## src/rtl/telem_link_pkg.sv

```systemverilog
// Shared telemetry link definitions: control characters, idle word and framer states.
package telem_link_pkg;

    localparam logic [7:0]  K_COMMA   = 8'hBC;  // K28.5
    localparam logic [7:0]  K_SOF     = 8'hFB;  // K27.7
    localparam logic [7:0]  K_EOF     = 8'hFD;  // K29.7
    localparam logic [31:0] IDLE_WORD = {8'h50, 8'h50, 8'h50, K_COMMA};
    // Control words carry their K character in byte0 only.
    localparam logic [3:0]  K_CTRL    = 4'b0001;

    typedef enum logic [1:0] {
        StHunt    = 2'd0,
        StIdle    = 2'd1,
        StPayload = 2'd2,
        StEof     = 2'd3
    } link_state_e;

endpackage

```

## src/rtl/telem_rx_deframer_if.sv

```systemverilog
// Decoded GT RX word bus: the GT wrapper drives it, the deframer consumes it.
interface telem_rx_deframer_if;
    logic        gt0_rx_fsm_reset_done_in;
    logic [31:0] gt0_rxdata_in;
    logic [3:0]  gt0_rxcharisk_in;
    logic [3:0]  gt0_rxdisperr_in;
    logic [3:0]  gt0_rxnotintable_in;
    logic        gt0_rxbyteisaligned_in;

    modport master (
        output gt0_rx_fsm_reset_done_in, gt0_rxdata_in, gt0_rxcharisk_in,
               gt0_rxdisperr_in, gt0_rxnotintable_in, gt0_rxbyteisaligned_in
    );

    modport slave (
        input gt0_rx_fsm_reset_done_in, gt0_rxdata_in, gt0_rxcharisk_in,
              gt0_rxdisperr_in, gt0_rxnotintable_in, gt0_rxbyteisaligned_in
    );
endinterface

```

## src/rtl/sat_counter.sv

```systemverilog
// Up-counter that sticks at all-ones.
module sat_counter #(
    parameter int unsigned WIDTH = 16
) (
    input  logic             clk_i,
    input  logic             rst_i,
    input  logic             inc_i,
    output logic [WIDTH-1:0] count_o
);

    logic [WIDTH-1:0] count_q;

    // Increment on request unless already saturated.
    always_ff @(posedge clk_i or posedge rst_i) begin
        if (rst_i) begin
            count_q <= '0;
        end else if (inc_i && (count_q != '1)) begin
            count_q <= count_q + WIDTH'(1);
        end
    end

    assign count_o = count_q;

endmodule

```

## src/rtl/telem_rx_deframer.sv

```systemverilog
// Telemetry RX deframer: lock on idles, strip SOF/EOF, check checksum and sequence.
module telem_rx_deframer
    import telem_link_pkg::*;
#(
    parameter int unsigned PAYLOAD_WORDS = 4,
    parameter int unsigned LOCK_IDLES    = 16
) (
    input  logic                gt0_rxusrclk2_in,
    input  logic                soft_reset_rx_in,
    telem_rx_deframer_if.slave  gt_rx,
    output logic                locked_out,
    output logic [31:0]         payload_data_out,
    output logic                payload_valid_out,
    output logic                payload_sof_out,
    output logic                payload_eof_out,
    output logic [23:0]         seq_out,
    output logic                frame_ok_out,
    output logic                frame_err_out,
    output logic                seq_gap_out,
    output logic [15:0]         frame_ok_count_out,
    output logic [15:0]         frame_err_count_out,
    output logic [15:0]         code_err_count_out
);

    localparam logic [7:0] LockLast = 8'(LOCK_IDLES - 1);
    localparam logic [7:0] WordLast = 8'(PAYLOAD_WORDS - 1);

    // Input stage (word seen at edge N, outputs at edge N+1).
    logic [31:0] in_data_q;
    logic [3:0]  in_k_q;
    logic        in_ce_q, in_done_q;

    link_state_e state_q, state_d;
    logic [7:0]  idle_cnt_q, idle_cnt_d, word_cnt_q, word_cnt_d, csum_q, csum_d;
    logic [23:0] seq_q, seq_d;
    logic        first_sof_q, first_sof_d;
    logic        locked_q, valid_q, valid_d, sof_q, sof_d, eof_q, eof_d;
    logic        ok_q, ok_d, err_q, err_d, gap_q, gap_d, ce_inc;
    logic [31:0] data_q, data_d;
    logic        is_idle, is_sof, is_eof_good, is_data;

    // Register the raw word and fold the per-byte error flags into one code-error bit.
    always_ff @(posedge gt0_rxusrclk2_in or posedge soft_reset_rx_in) begin
        if (soft_reset_rx_in) begin
            in_data_q <= '0;
            in_k_q    <= '0;
            in_ce_q   <= 1'b0;
            in_done_q <= 1'b0;
        end else begin
            in_data_q <= gt_rx.gt0_rxdata_in;
            in_k_q    <= gt_rx.gt0_rxcharisk_in;
            in_ce_q   <= (|gt_rx.gt0_rxdisperr_in) | (|gt_rx.gt0_rxnotintable_in) |
                         ~gt_rx.gt0_rxbyteisaligned_in;
            in_done_q <= gt_rx.gt0_rx_fsm_reset_done_in;
        end
    end

    assign is_idle     = (in_data_q == IDLE_WORD) && (in_k_q == K_CTRL);
    assign is_sof      = (in_data_q[7:0] == K_SOF) && (in_k_q == K_CTRL);
    assign is_eof_good = (in_data_q[7:0] == K_EOF) && (in_k_q == K_CTRL) &&
                         (in_data_q[31:16] == 16'h0) && (in_data_q[15:8] == csum_q);
    assign is_data     = (in_k_q == 4'b0000);

    // Next-state and next-output decode for the link FSM.
    always_comb begin
        state_d     = state_q;
        idle_cnt_d  = idle_cnt_q;
        word_cnt_d  = word_cnt_q;
        csum_d      = csum_q;
        seq_d       = seq_q;
        first_sof_d = first_sof_q;
        data_d      = data_q;
        valid_d     = 1'b0;
        sof_d       = 1'b0;
        eof_d       = 1'b0;
        ok_d        = 1'b0;
        err_d       = 1'b0;
        gap_d       = 1'b0;
        ce_inc      = 1'b0;
        if (!in_done_q) begin
            state_d    = StHunt;
            idle_cnt_d = '0;
        end else if (in_ce_q && (state_q != StHunt)) begin
            ce_inc     = 1'b1;
            state_d    = StHunt;
            idle_cnt_d = '0;
            err_d      = (state_q == StPayload) || (state_q == StEof);
        end else begin
            unique case (state_q)
                StHunt: begin
                    if (!in_ce_q && is_idle) begin
                        if (idle_cnt_q == LockLast) begin
                            state_d     = StIdle;
                            idle_cnt_d  = '0;
                            first_sof_d = 1'b1;  // no gap check against a pre-lock seq
                        end else begin
                            idle_cnt_d = idle_cnt_q + 8'd1;
                        end
                    end else begin
                        idle_cnt_d = '0;
                    end
                end
                StIdle: begin
                    if (is_sof) begin
                        state_d     = StPayload;
                        seq_d       = in_data_q[31:8];
                        word_cnt_d  = '0;
                        csum_d      = '0;
                        gap_d       = !first_sof_q && (in_data_q[31:8] != seq_q + 24'd1);
                        first_sof_d = 1'b0;
                    end
                end
                StPayload: begin
                    if (is_data) begin
                        valid_d = 1'b1;
                        data_d  = in_data_q;
                        sof_d   = (word_cnt_q == 8'd0);
                        eof_d   = (word_cnt_q == WordLast);
                        csum_d  = csum_q + in_data_q[7:0] + in_data_q[15:8] +
                                  in_data_q[23:16] + in_data_q[31:24];
                        if (word_cnt_q == WordLast) begin
                            state_d = StEof;
                        end else begin
                            word_cnt_d = word_cnt_q + 8'd1;
                        end
                    end else begin
                        err_d   = 1'b1;
                        state_d = StIdle;
                    end
                end
                StEof: begin
                    ok_d    = is_eof_good;
                    err_d   = !is_eof_good;
                    state_d = StIdle;
                end
                default: state_d = StHunt;
            endcase
        end
    end

    // Link FSM state and registered outputs.
    always_ff @(posedge gt0_rxusrclk2_in or posedge soft_reset_rx_in) begin
        if (soft_reset_rx_in) begin
            state_q     <= StHunt;
            idle_cnt_q  <= '0;
            word_cnt_q  <= '0;
            csum_q      <= '0;
            seq_q       <= '0;
            first_sof_q <= 1'b0;
            locked_q    <= 1'b0;
            data_q      <= '0;
            valid_q     <= 1'b0;
            sof_q       <= 1'b0;
            eof_q       <= 1'b0;
            ok_q        <= 1'b0;
            err_q       <= 1'b0;
            gap_q       <= 1'b0;
        end else begin
            state_q     <= state_d;
            idle_cnt_q  <= idle_cnt_d;
            word_cnt_q  <= word_cnt_d;
            csum_q      <= csum_d;
            seq_q       <= seq_d;
            first_sof_q <= first_sof_d;
            locked_q    <= (state_d != StHunt);
            data_q      <= data_d;
            valid_q     <= valid_d;
            sof_q       <= sof_d;
            eof_q       <= eof_d;
            ok_q        <= ok_d;
            err_q       <= err_d;
            gap_q       <= gap_d;
        end
    end

    sat_counter #(.WIDTH(16)) u_ok_cnt (
        .clk_i   (gt0_rxusrclk2_in),
        .rst_i   (soft_reset_rx_in),
        .inc_i   (ok_d),
        .count_o (frame_ok_count_out)
    );

    sat_counter #(.WIDTH(16)) u_err_cnt (
        .clk_i   (gt0_rxusrclk2_in),
        .rst_i   (soft_reset_rx_in),
        .inc_i   (err_d),
        .count_o (frame_err_count_out)
    );

    sat_counter #(.WIDTH(16)) u_ce_cnt (
        .clk_i   (gt0_rxusrclk2_in),
        .rst_i   (soft_reset_rx_in),
        .inc_i   (ce_inc),
        .count_o (code_err_count_out)
    );

    assign locked_out        = locked_q;
    assign payload_data_out  = data_q;
    assign payload_valid_out = valid_q;
    assign payload_sof_out   = sof_q;
    assign payload_eof_out   = eof_q;
    assign seq_out           = seq_q;
    assign frame_ok_out      = ok_q;
    assign frame_err_out     = err_q;
    assign seq_gap_out       = gap_q;

endmodule

```

## src/flat_wrapper.sv

```systemverilog
// flat-port wrapper written by rule: the top's interface ports become plain ports
module telem_rx_deframer_flat import telem_link_pkg::*;
#(
    parameter int unsigned PAYLOAD_WORDS = 4,
    parameter int unsigned LOCK_IDLES    = 16
)
  (gt0_rxusrclk2_in, soft_reset_rx_in, locked_out, payload_data_out, payload_valid_out, payload_sof_out, payload_eof_out, seq_out, frame_ok_out, frame_err_out, seq_gap_out, frame_ok_count_out, frame_err_count_out, code_err_count_out, gt_rx_gt0_rx_fsm_reset_done_in, gt_rx_gt0_rxdata_in, gt_rx_gt0_rxcharisk_in, gt_rx_gt0_rxdisperr_in, gt_rx_gt0_rxnotintable_in, gt_rx_gt0_rxbyteisaligned_in);
  telem_rx_deframer_if gt_rx_i ();
  input  logic gt0_rxusrclk2_in;
  input  logic soft_reset_rx_in;
  output logic locked_out;
  output logic [31:0] payload_data_out;
  output logic payload_valid_out;
  output logic payload_sof_out;
  output logic payload_eof_out;
  output logic [23:0] seq_out;
  output logic frame_ok_out;
  output logic frame_err_out;
  output logic seq_gap_out;
  output logic [15:0] frame_ok_count_out;
  output logic [15:0] frame_err_count_out;
  output logic [15:0] code_err_count_out;
  input wire logic [$bits(gt_rx_i.gt0_rx_fsm_reset_done_in)-1:0] gt_rx_gt0_rx_fsm_reset_done_in;
  input wire logic [$bits(gt_rx_i.gt0_rxdata_in)-1:0] gt_rx_gt0_rxdata_in;
  input wire logic [$bits(gt_rx_i.gt0_rxcharisk_in)-1:0] gt_rx_gt0_rxcharisk_in;
  input wire logic [$bits(gt_rx_i.gt0_rxdisperr_in)-1:0] gt_rx_gt0_rxdisperr_in;
  input wire logic [$bits(gt_rx_i.gt0_rxnotintable_in)-1:0] gt_rx_gt0_rxnotintable_in;
  input wire logic [$bits(gt_rx_i.gt0_rxbyteisaligned_in)-1:0] gt_rx_gt0_rxbyteisaligned_in;
  assign gt_rx_i.gt0_rx_fsm_reset_done_in = gt_rx_gt0_rx_fsm_reset_done_in;
  assign gt_rx_i.gt0_rxdata_in = gt_rx_gt0_rxdata_in;
  assign gt_rx_i.gt0_rxcharisk_in = gt_rx_gt0_rxcharisk_in;
  assign gt_rx_i.gt0_rxdisperr_in = gt_rx_gt0_rxdisperr_in;
  assign gt_rx_i.gt0_rxnotintable_in = gt_rx_gt0_rxnotintable_in;
  assign gt_rx_i.gt0_rxbyteisaligned_in = gt_rx_gt0_rxbyteisaligned_in;
  telem_rx_deframer #(.PAYLOAD_WORDS(PAYLOAD_WORDS), .LOCK_IDLES(LOCK_IDLES)) u_core (.gt0_rxusrclk2_in(gt0_rxusrclk2_in), .soft_reset_rx_in(soft_reset_rx_in), .gt_rx(gt_rx_i), .locked_out(locked_out), .payload_data_out(payload_data_out), .payload_valid_out(payload_valid_out), .payload_sof_out(payload_sof_out), .payload_eof_out(payload_eof_out), .seq_out(seq_out), .frame_ok_out(frame_ok_out), .frame_err_out(frame_err_out), .seq_gap_out(seq_gap_out), .frame_ok_count_out(frame_ok_count_out), .frame_err_count_out(frame_err_count_out), .code_err_count_out(code_err_count_out));
endmodule
```

## config.mk

```make
export PLATFORM = sky130hd
export DESIGN_NAME = telem_rx_deframer_flat
export DESIGN_NICKNAME = d
export VERILOG_FILES = /design/src/rtl/telem_link_pkg.sv /design/src/rtl/telem_rx_deframer_if.sv /design/src/rtl/sat_counter.sv /design/src/rtl/telem_rx_deframer.sv /design/src/flat_wrapper.sv
export SDC_FILE = /design/constraint.sdc
export NUM_CORES = 1
export LEC_CHECK = 0
export CAP_MARGIN = 10
export CORE_UTILIZATION = 39
export CTS_BUF_LIST = sky130_fd_sc_hd__clkbuf_4 sky130_fd_sc_hd__clkbuf_8
export DETAILED_ROUTE_END_ITERATION = 8
export GPL_ROUTABILITY_DRIVEN = 0
export GPL_TIMING_DRIVEN = 0
export PLACE_DENSITY = 0.64
export SLEW_MARGIN = 20
export SYNTH_ARGS = -nofsm -noshare
export SYNTH_HDL_FRONTEND = slang
export SYNTH_SLANG_ARGS = --single-unit
```

## constraint.sdc

```tcl
create_clock -name gt0_rxusrclk2_in -period 10.8 [get_ports gt0_rxusrclk2_in]
set_input_delay 2.16 -clock gt0_rxusrclk2_in [delete_from_list [all_inputs] [get_ports gt0_rxusrclk2_in]]
set_output_delay 2.16 -clock gt0_rxusrclk2_in [all_outputs]
set_load 0.05 [all_outputs]
```

==> results.md, run 1 <==
* CP Max Fanout at 7
* Share of layout cells above drive strength 1 at 5.493%
* Slowest CP cell: clkdlybuf4s50_1
* Critical Path Start Type: flop
* Synthesized area at 8788 sq um
* Worst vdd ir at about 0.000077 V
* Routed Antenna Nets at 0
* Max-slew violations at 0
* Clock Skew at roughly 0.017 ns
* Power per cell area at 115.1 nW/um^2
* Worst skew pair latency at roughly 0.46 ns
* IO buf count at ~160
* CTS tree: built
* Adder-cell share of the synthesized area at a little over 7%
* Sequential Power Share at between 50% and 60%
* Internal Power at 0.9394 mW
* Initial core utilization at between 40% and 50%
* Die Wd at roughly 150 um
* Vias per cell at 5.159
* DRT met1 WL at 10.76 mm
* Fin util at about half
* Setup violators final at 0
* CP Cell Sequence: clkdlybuf4s50_1
* Logic pwr share at about a tenth
* CP Class: flop to output pin
* Maxcap violations at 0
* Antenna violations before repair at 0
* Row cnt at 54
* Most frequent cells in the layout: 176 x dfrtp_1, 158 x clkdlybuf4s50_1, 128 x nand2_1, 82 x inv_1, 72 x o21ai_0
* Failing checks: DRC
* Hold Path Class: flop to flop
* CTS Buf Count at 17
* Commonest non-fill, non-tap cell in the layout: dfrtp_1
* WL met3 at roughly 1.6 mm
* Cells after Synth at 884
* Post-synthesis async set-or-reset flop share at 100.0%
* Source of the critical timing path: u_core.seq_out[17]
* Mean Syn Cell Area at approximately 9.9 sq um
* Cell taking the most area after synthesis: dfrtp_1
* Setup TNS at 0 ns
* Rel. slew slack at between 40% and 50%
* Synthesis-stage register bit count at around 180
* CP Data Required Time at between 8 and 9 ns
* Fmax at ~250 MHz
* Root Driver: clkbuf_8
* RSZ-0062 raised after global routing: no
* Area contributors post-synth: dfrtp_1 50%, nand2_1 5.5%, fa_1 4.6%
* Die area at roughly 23000 sq um
* Final nets at between 1000 and 1500
* Final wirelength at 22.55 mm
* DR vias at 6985
* First-pass GRT wire length at about 37 mm
* Layout area overhead at 26.85%
* Synth Net Count at 971
* Vias in the first global route at roughly 6700
* Core footprint at ~22000 sq um
* Worst setup EP type: output pin
* Hold buffers post-CTS at 0
* Netlist cell types at 55
* Routed len/inst at roughly 17 um
* Final hold vios at 0
* Die height at 152.1 um
* Outcome: complete, but fails checks
* Number of remaining DRC errors at 18
* Top routing layer used: met4
* Arrival @ worst endpoint at ~1.9 ns
* R2r startpoint: u_core.in_data_q[10]
* Overflow after GRT at 0
* Leakage at between 4 and 5 nW
* Post-DP HPWL at about 17 mm
* WP buf/inv at 1
* Slew @ Worst Pin at 0.8618 ns
* Compound-Gate Fraction of Synth Area at 8.542%
* Min cycle time layout at ~4 ns
* Sw power at about 0.34 mW
* Met2 wire length at ~10 mm
* Xor/xnor cell area share of the yosys netlist at 8.670%
* Post-CTS sizing at 0
* Main combinational cell family by area after synthesis: simple AND/OR/NAND/NOR gates
* Critical path's largest stage delay at 0.88 ns
* Post-synthesis mux area share at roughly 1.5%
* Clock H-tree levels at 4
* Seq/Total Area, Yosys at 50.11%
* Crit path max-delay family: buffers and inverters
* Max Root-Sink Buffers at 2
* Ports at between 150 and 200
* Synthesis Warnings at 0
* Initial DRT Pass Iterations at 7
* Clk pwr share at between 30 and 40%
* Largest net degree at the start of global routing at a little over 100
* Net Sw Frac at roughly 27%
* Number of DRC markers in iteration 0 at 394
* Total track usage at 20.30%
* Period Utilization, post-route at 37.18%
* Share of the synthesized area in the top cell type at approximately half
* Clock Pin Slew Worst Setup and Hold Paths at around 0.10 ns
* Hold path start: u_core.payload_data_out[27]
* Antenna diodes at 0
* Synth Area in Simple Gates at around a fifth
* Setup bufs post-CTS at 0
* Post-synth EDFFs at 0
* CTS sink count at around 180
* Most used DFF post-synth: dfrtp_1
-- path summary, 6_finish.rpt --
kind,depth (start not counted),to,slack (ns)
max,1,seq_out[17],6.78
min,2,u_core.payload_data_out[27],0.48
max reg2reg,14,u_core.csum_q[6],7.03
min reg2reg,2,u_core.payload_data_out[27],0.48
max in group asynchronous,3,u_core.seq_out[2],7.75
min in group asynchronous,2,u_core.in_data_q[0],2.22
-- sequential cells by signal (all words and copies together) (netlist names), 2 cells and up --
register,flops
u_core.word_cnt_q,8
u_core.csum_q,8
u_core.seq_out,24
u_core.u_err_cnt.count_o,16
u_core.idle_cnt_q,8
u_core.u_ok_cnt.count_o,16
u_core.payload_data_out,32
u_core.state_q,2
u_core.in_k_q,4
u_core.u_ce_cnt.count_o,16
u_core.in_data_q,32
-- stage by stage --
| step | cells | setup slack [ns] | hold slack, ns | instance area (sq um) | power (mW) |
|---|---|---|---|---|---|
| 4_1_cts | 1354 | 6.747 | 0.4906 | 11150 | 1.295 |
| 6_report | 1354 | 6.785 | 0.4829 | 11150 | 1.283 |
| 5_1_grt | 1354 | 6.704 | 0.5097 | 11150 | 1.346 |
| 3_3_place_gp | 1322 | 1.427 | 0.4585 | 10720 | 0.8213 |
| 3_5_place_dp | 1323 | 7.088 | 0.4620 | 10760 | 0.8259 |
| 2_1_floorplan | 884 | 3.866 | 0.3966 | 8788 | 0.7758 |
-- routing by layer --
metal / GRT usage [%] / up-vias
met5: 0 / -
met4: 5.588 / 0
li1: - / 3341
met1: 29.21 / 3417
met3: 5.990 / 17
met2: 29.60 / 210
-- kinds of logic (layout without fill, tap and decap cells) --
kind of cell	count (synthesis)	after routing
AND/OR/NAND/NOR	337	337
flip-flops	176	176
AO/OA/AOI/OAI	127	127
buffers and inverters	106	296
XOR/XNOR	87	87
adder cells (fa/ha/maj)	39	39
multiplexers	12	12
-- layout make-up --
type,count,area (sq um)
fill,2004,10810
sequential,176,4404
buffer,23,97.59
clock buffer,18,241.5
multi-input combinational,602,3975
clock inverter,13,151.4
tap,280,350.3
timing repair buffer,159,1609
inverter,83,319.1
-- synthesized netlist by cell type (4+ instances only) --
| cell type | instances |
|---|---|
| nor3b_1 | 6 |
| nor4b_1 | 5 |
| xor2_1 | 44 |
| inv_1 | 83 |
| xnor2_1 | 43 |
| or4_1 | 7 |
| nor2b_1 | 8 |
| and3_1 | 11 |
| a211o_1 | 4 |
| nor2_1 | 40 |
| a21oi_1 | 18 |
| a21o_1 | 4 |
| nand3_1 | 38 |
| and2_1 | 7 |
| nand4_1 | 26 |
| nor4_1 | 17 |
| a31oi_1 | 5 |
| nor3_1 | 21 |
| o21ai_0 | 72 |
| nand2_1 | 128 |
| fa_1 | 20 |
| clkbuf_1 | 19 |
| ha_1 | 19 |
| dfrtp_1 | 176 |
| mux2_2 | 11 |
| a22o_1 | 4 |
| and4_1 | 4 |
-- power by group through the flow --
stage	Sequential [mW]	Clock, mW	Combinational [mW]
floorplan	0.685	0	0.0904
global placement	0.691	0	0.130
detailed placement	0.691	0	0.135
CTS	0.678	0.482	0.135
global route	0.679	0.511	0.156
finish	0.679	0.469	0.135
Note: power is estimated with default switching activity, not from simulation.
==> run 2: changes to the inputs <==
- PLACE_DENSITY: 0.64 -> 0.67
- clock period: 10.8 -> 3.3 ns (I/O delays scaled with it)
==> results.md, run 2 (synthesis gave the netlist of run 1 again) <==
* CTS tree: built
* Vias per cell at 5.140 (-0.37%)
* Fin cells at 1380 (+1.9%)
* Vias in the first global route at 6869 (+2.2%)
* Worst hold slack at 0.4865 ns (+0.003582 ns)
* Min cycle time layout at 3.364 ns
* Maxcap violations at 0 (unchanged)
* Antenna diodes at 0 (unchanged)
* Clock H-tree levels at 4 (unchanged)
* Worst vdd ir at 0.0002527 V (+230%)
* Setup violators final at 2 (+2)
* Slew @ Worst Pin at 0.7614 ns (-0.1004 ns)
* DR vias at 7093 (+1.5%)
* Root Driver: clkbuf_8
* Initial DRT Pass Iterations at 7 (unchanged)
* Antenna violations before repair at 0 (unchanged)
* Source of the critical timing path: u_core.in_data_q[1]
* Row cnt at 54 (unchanged)
* Period Utilization, post-route at 101.9%
* Overflow after GRT at 0 (unchanged)
* Setup TNS at -0.1092 ns (-0.1092 ns)
* Number of DRC markers in iteration 0 at 456 (+16%)
* RSZ-0062 raised after global routing: yes
* Worst slack, placed at -0.4300 ns (-7.518 ns)
* Commonest non-fill, non-tap cell in the layout: dfrtp_1
* Finished Cell Area at 11480 sq um (+3.0%)
* Slack of the critical path at -0.06400 ns (-6.849 ns)
* CTS sink count at 176 (unchanged)
* R2r startpoint: u_core.in_data_q[1]
* Clock Skew at 0.01951 ns (+0.002972 ns)
* Number of remaining DRC errors at 10 (-8)
* Routed len/inst at 16.66 um (about the same)
* Die height at 152.1 um (unchanged)
* IO buf count at 158 (unchanged)
* Fmax at 297.3 MHz
* Post-DP HPWL at 17.39 mm (+2.7%)
* Final wirelength at 22.98 mm (+1.9%)
* Share of layout cells above drive strength 1 at 9.909% (+4.4 points)
* First-pass GRT wire length at 37.23 mm (+1.3%)
* CP Data Required Time at 3.64 ns (-5.00 ns)
* Die area at 23140 sq um (unchanged)
* Worst skew pair latency at 0.47 ns (about the same)
* Hold Path Class: flop to flop
* Worst setup EP type: flop
* Arrival @ worst endpoint at 3.70 ns (+1.84 ns)
* CP Max Fanout at 2 (-5)
* Final nets at 1174 (+2.2%)
* Ports at 159 (unchanged)
* Critical Path Start Type: flop
* Max Root-Sink Buffers at 2 (unchanged)
* Area of the multi-input gates at 4028 sq um (+1.3%)
* Power per cell area at 369.4 nW/um^2 (+220%)
* Rel. slew slack at 48.77% (+6.8 points)
* Total track usage at 20.55% (+0.25 points)
* Core footprint at 21960 sq um (unchanged)
* Most frequent cells in the layout: 171 x dfrtp_1, 158 x clkdlybuf4s50_1, 128 x nand2_1, 74 x inv_1, 70 x o21ai_0
* Largest net degree at the start of global routing at 32 (-68%)
* Clock Pin Slew Worst Setup and Hold Paths at 0.09 ns (about the same)
* Final hold vios at 0 (unchanged)
* Die Wd at 152.1 um (unchanged)
* CTS Buf Count at 17 (unchanged)
* Hold path start: u_core.payload_data_out[27]
* CP Class: flop to flop
* Layout area overhead at 30.65%
* Placed insts at 1329 (+0.45%)
* Initial core utilization at 40.02% (unchanged)
* Max-slew violations at 0 (unchanged)
* # fillers at 1988 (-0.80%)
* Failing checks: DRC, setup timing
* Routed Antenna Nets at 0 (unchanged)
* Leakage at 5.081 nW (+2.8%)
* Instance area after placement at 10890 sq um (+1.3%)
* Outcome: complete, but fails checks
* Register area at 4410 sq um (+0.14%)
## run 2: cell count changes in the layout (fill, tap and decap cells not counted), sizes merged
| cell | change |
|---|---|
| buf | +25 |
| clkinvlp | +2 |
| bufinv | -1 |
## run 2: path summary, 6_finish.rpt
check	endpoint	slack (ns)	depth (start not counted)
min in group asynchronous	u_core.u_ce_cnt.count_o[1]	0.55	2
worst min register to register	u_core.payload_data_out[27]	0.49	2
max in group asynchronous	u_core.in_data_q[12]	1.85	5
worst max register to register	u_core.csum_q[7]	-0.06	15
worst min-delay path	u_core.payload_data_out[27]	0.49	2
worst max-delay path	u_core.csum_q[7]	-0.06	15
## run 2: area by class of cell
class,instances,area share (%)
Clock inverter,14,1.264
Multi-Input combinational cell,602,35.08
Tap cell,280,3.051
Timing Repair Buffer,184,16.50
Inverter,83,2.746
Buffer,23,0.8499
Sequential cell,176,38.41
Clock buffer,18,2.103
## run 2: routing by layer
metal | GRT usage (%) | vias to the layer above | wire length, um
met5 | 0 | - | 0
met4 | 6.317 | 0 | 407
met3 | 4.934 | 30 | 1536
met2 | 31.73 | 212 | 10610
met1 | 28.57 | 3450 | 10430
li1 | - | 3401 | -
## run 2: critical path, cell delays in order (launching register included)
cell      delay [ns]
dfrtp_1         0.44
inv_2           0.09
fa_1            0.43
fa_1            0.53
fa_1            0.40
inv_1           0.07
ha_2            0.19
inv_2           0.04
fa_2            0.36
inv_2           0.06
a21oi_2         0.05
o21bai_2        0.15
a21o_1          0.15
a21oi_2         0.06
xnor2_1         0.14
o21ai_1         0.09
## run 2: repair_timing
action	in CTS	in global routing
setup buffers	17	2
pin swaps	14	1
hold buffers	0	0
resized for setup	21	5
endpoints found under the setup margin	4	30
## run 2: through the flow
step                utilization, %  power (mW)
finish                       52.29       4.241
global route                 52.29       4.444
CTS                          52.14       4.274
detailed placement           49.61       2.725
global placement             48.84       2.686
floorplan                        -       2.539
## run 2: where the power goes
| part | switching (mW) | total, mW | internal, mW | leakage (nW) |
|---|---|---|---|---|
| sequential | 0.0417 | 2.22 | 2.18 | 2.36 |
| combinational | 0.272 | 0.540 | 0.269 | 2.53 |
| clock | 0.853 | 1.48 | 0.629 | 0.186 |
| total | 1.17 | 4.24 | 3.08 | 5.08 |
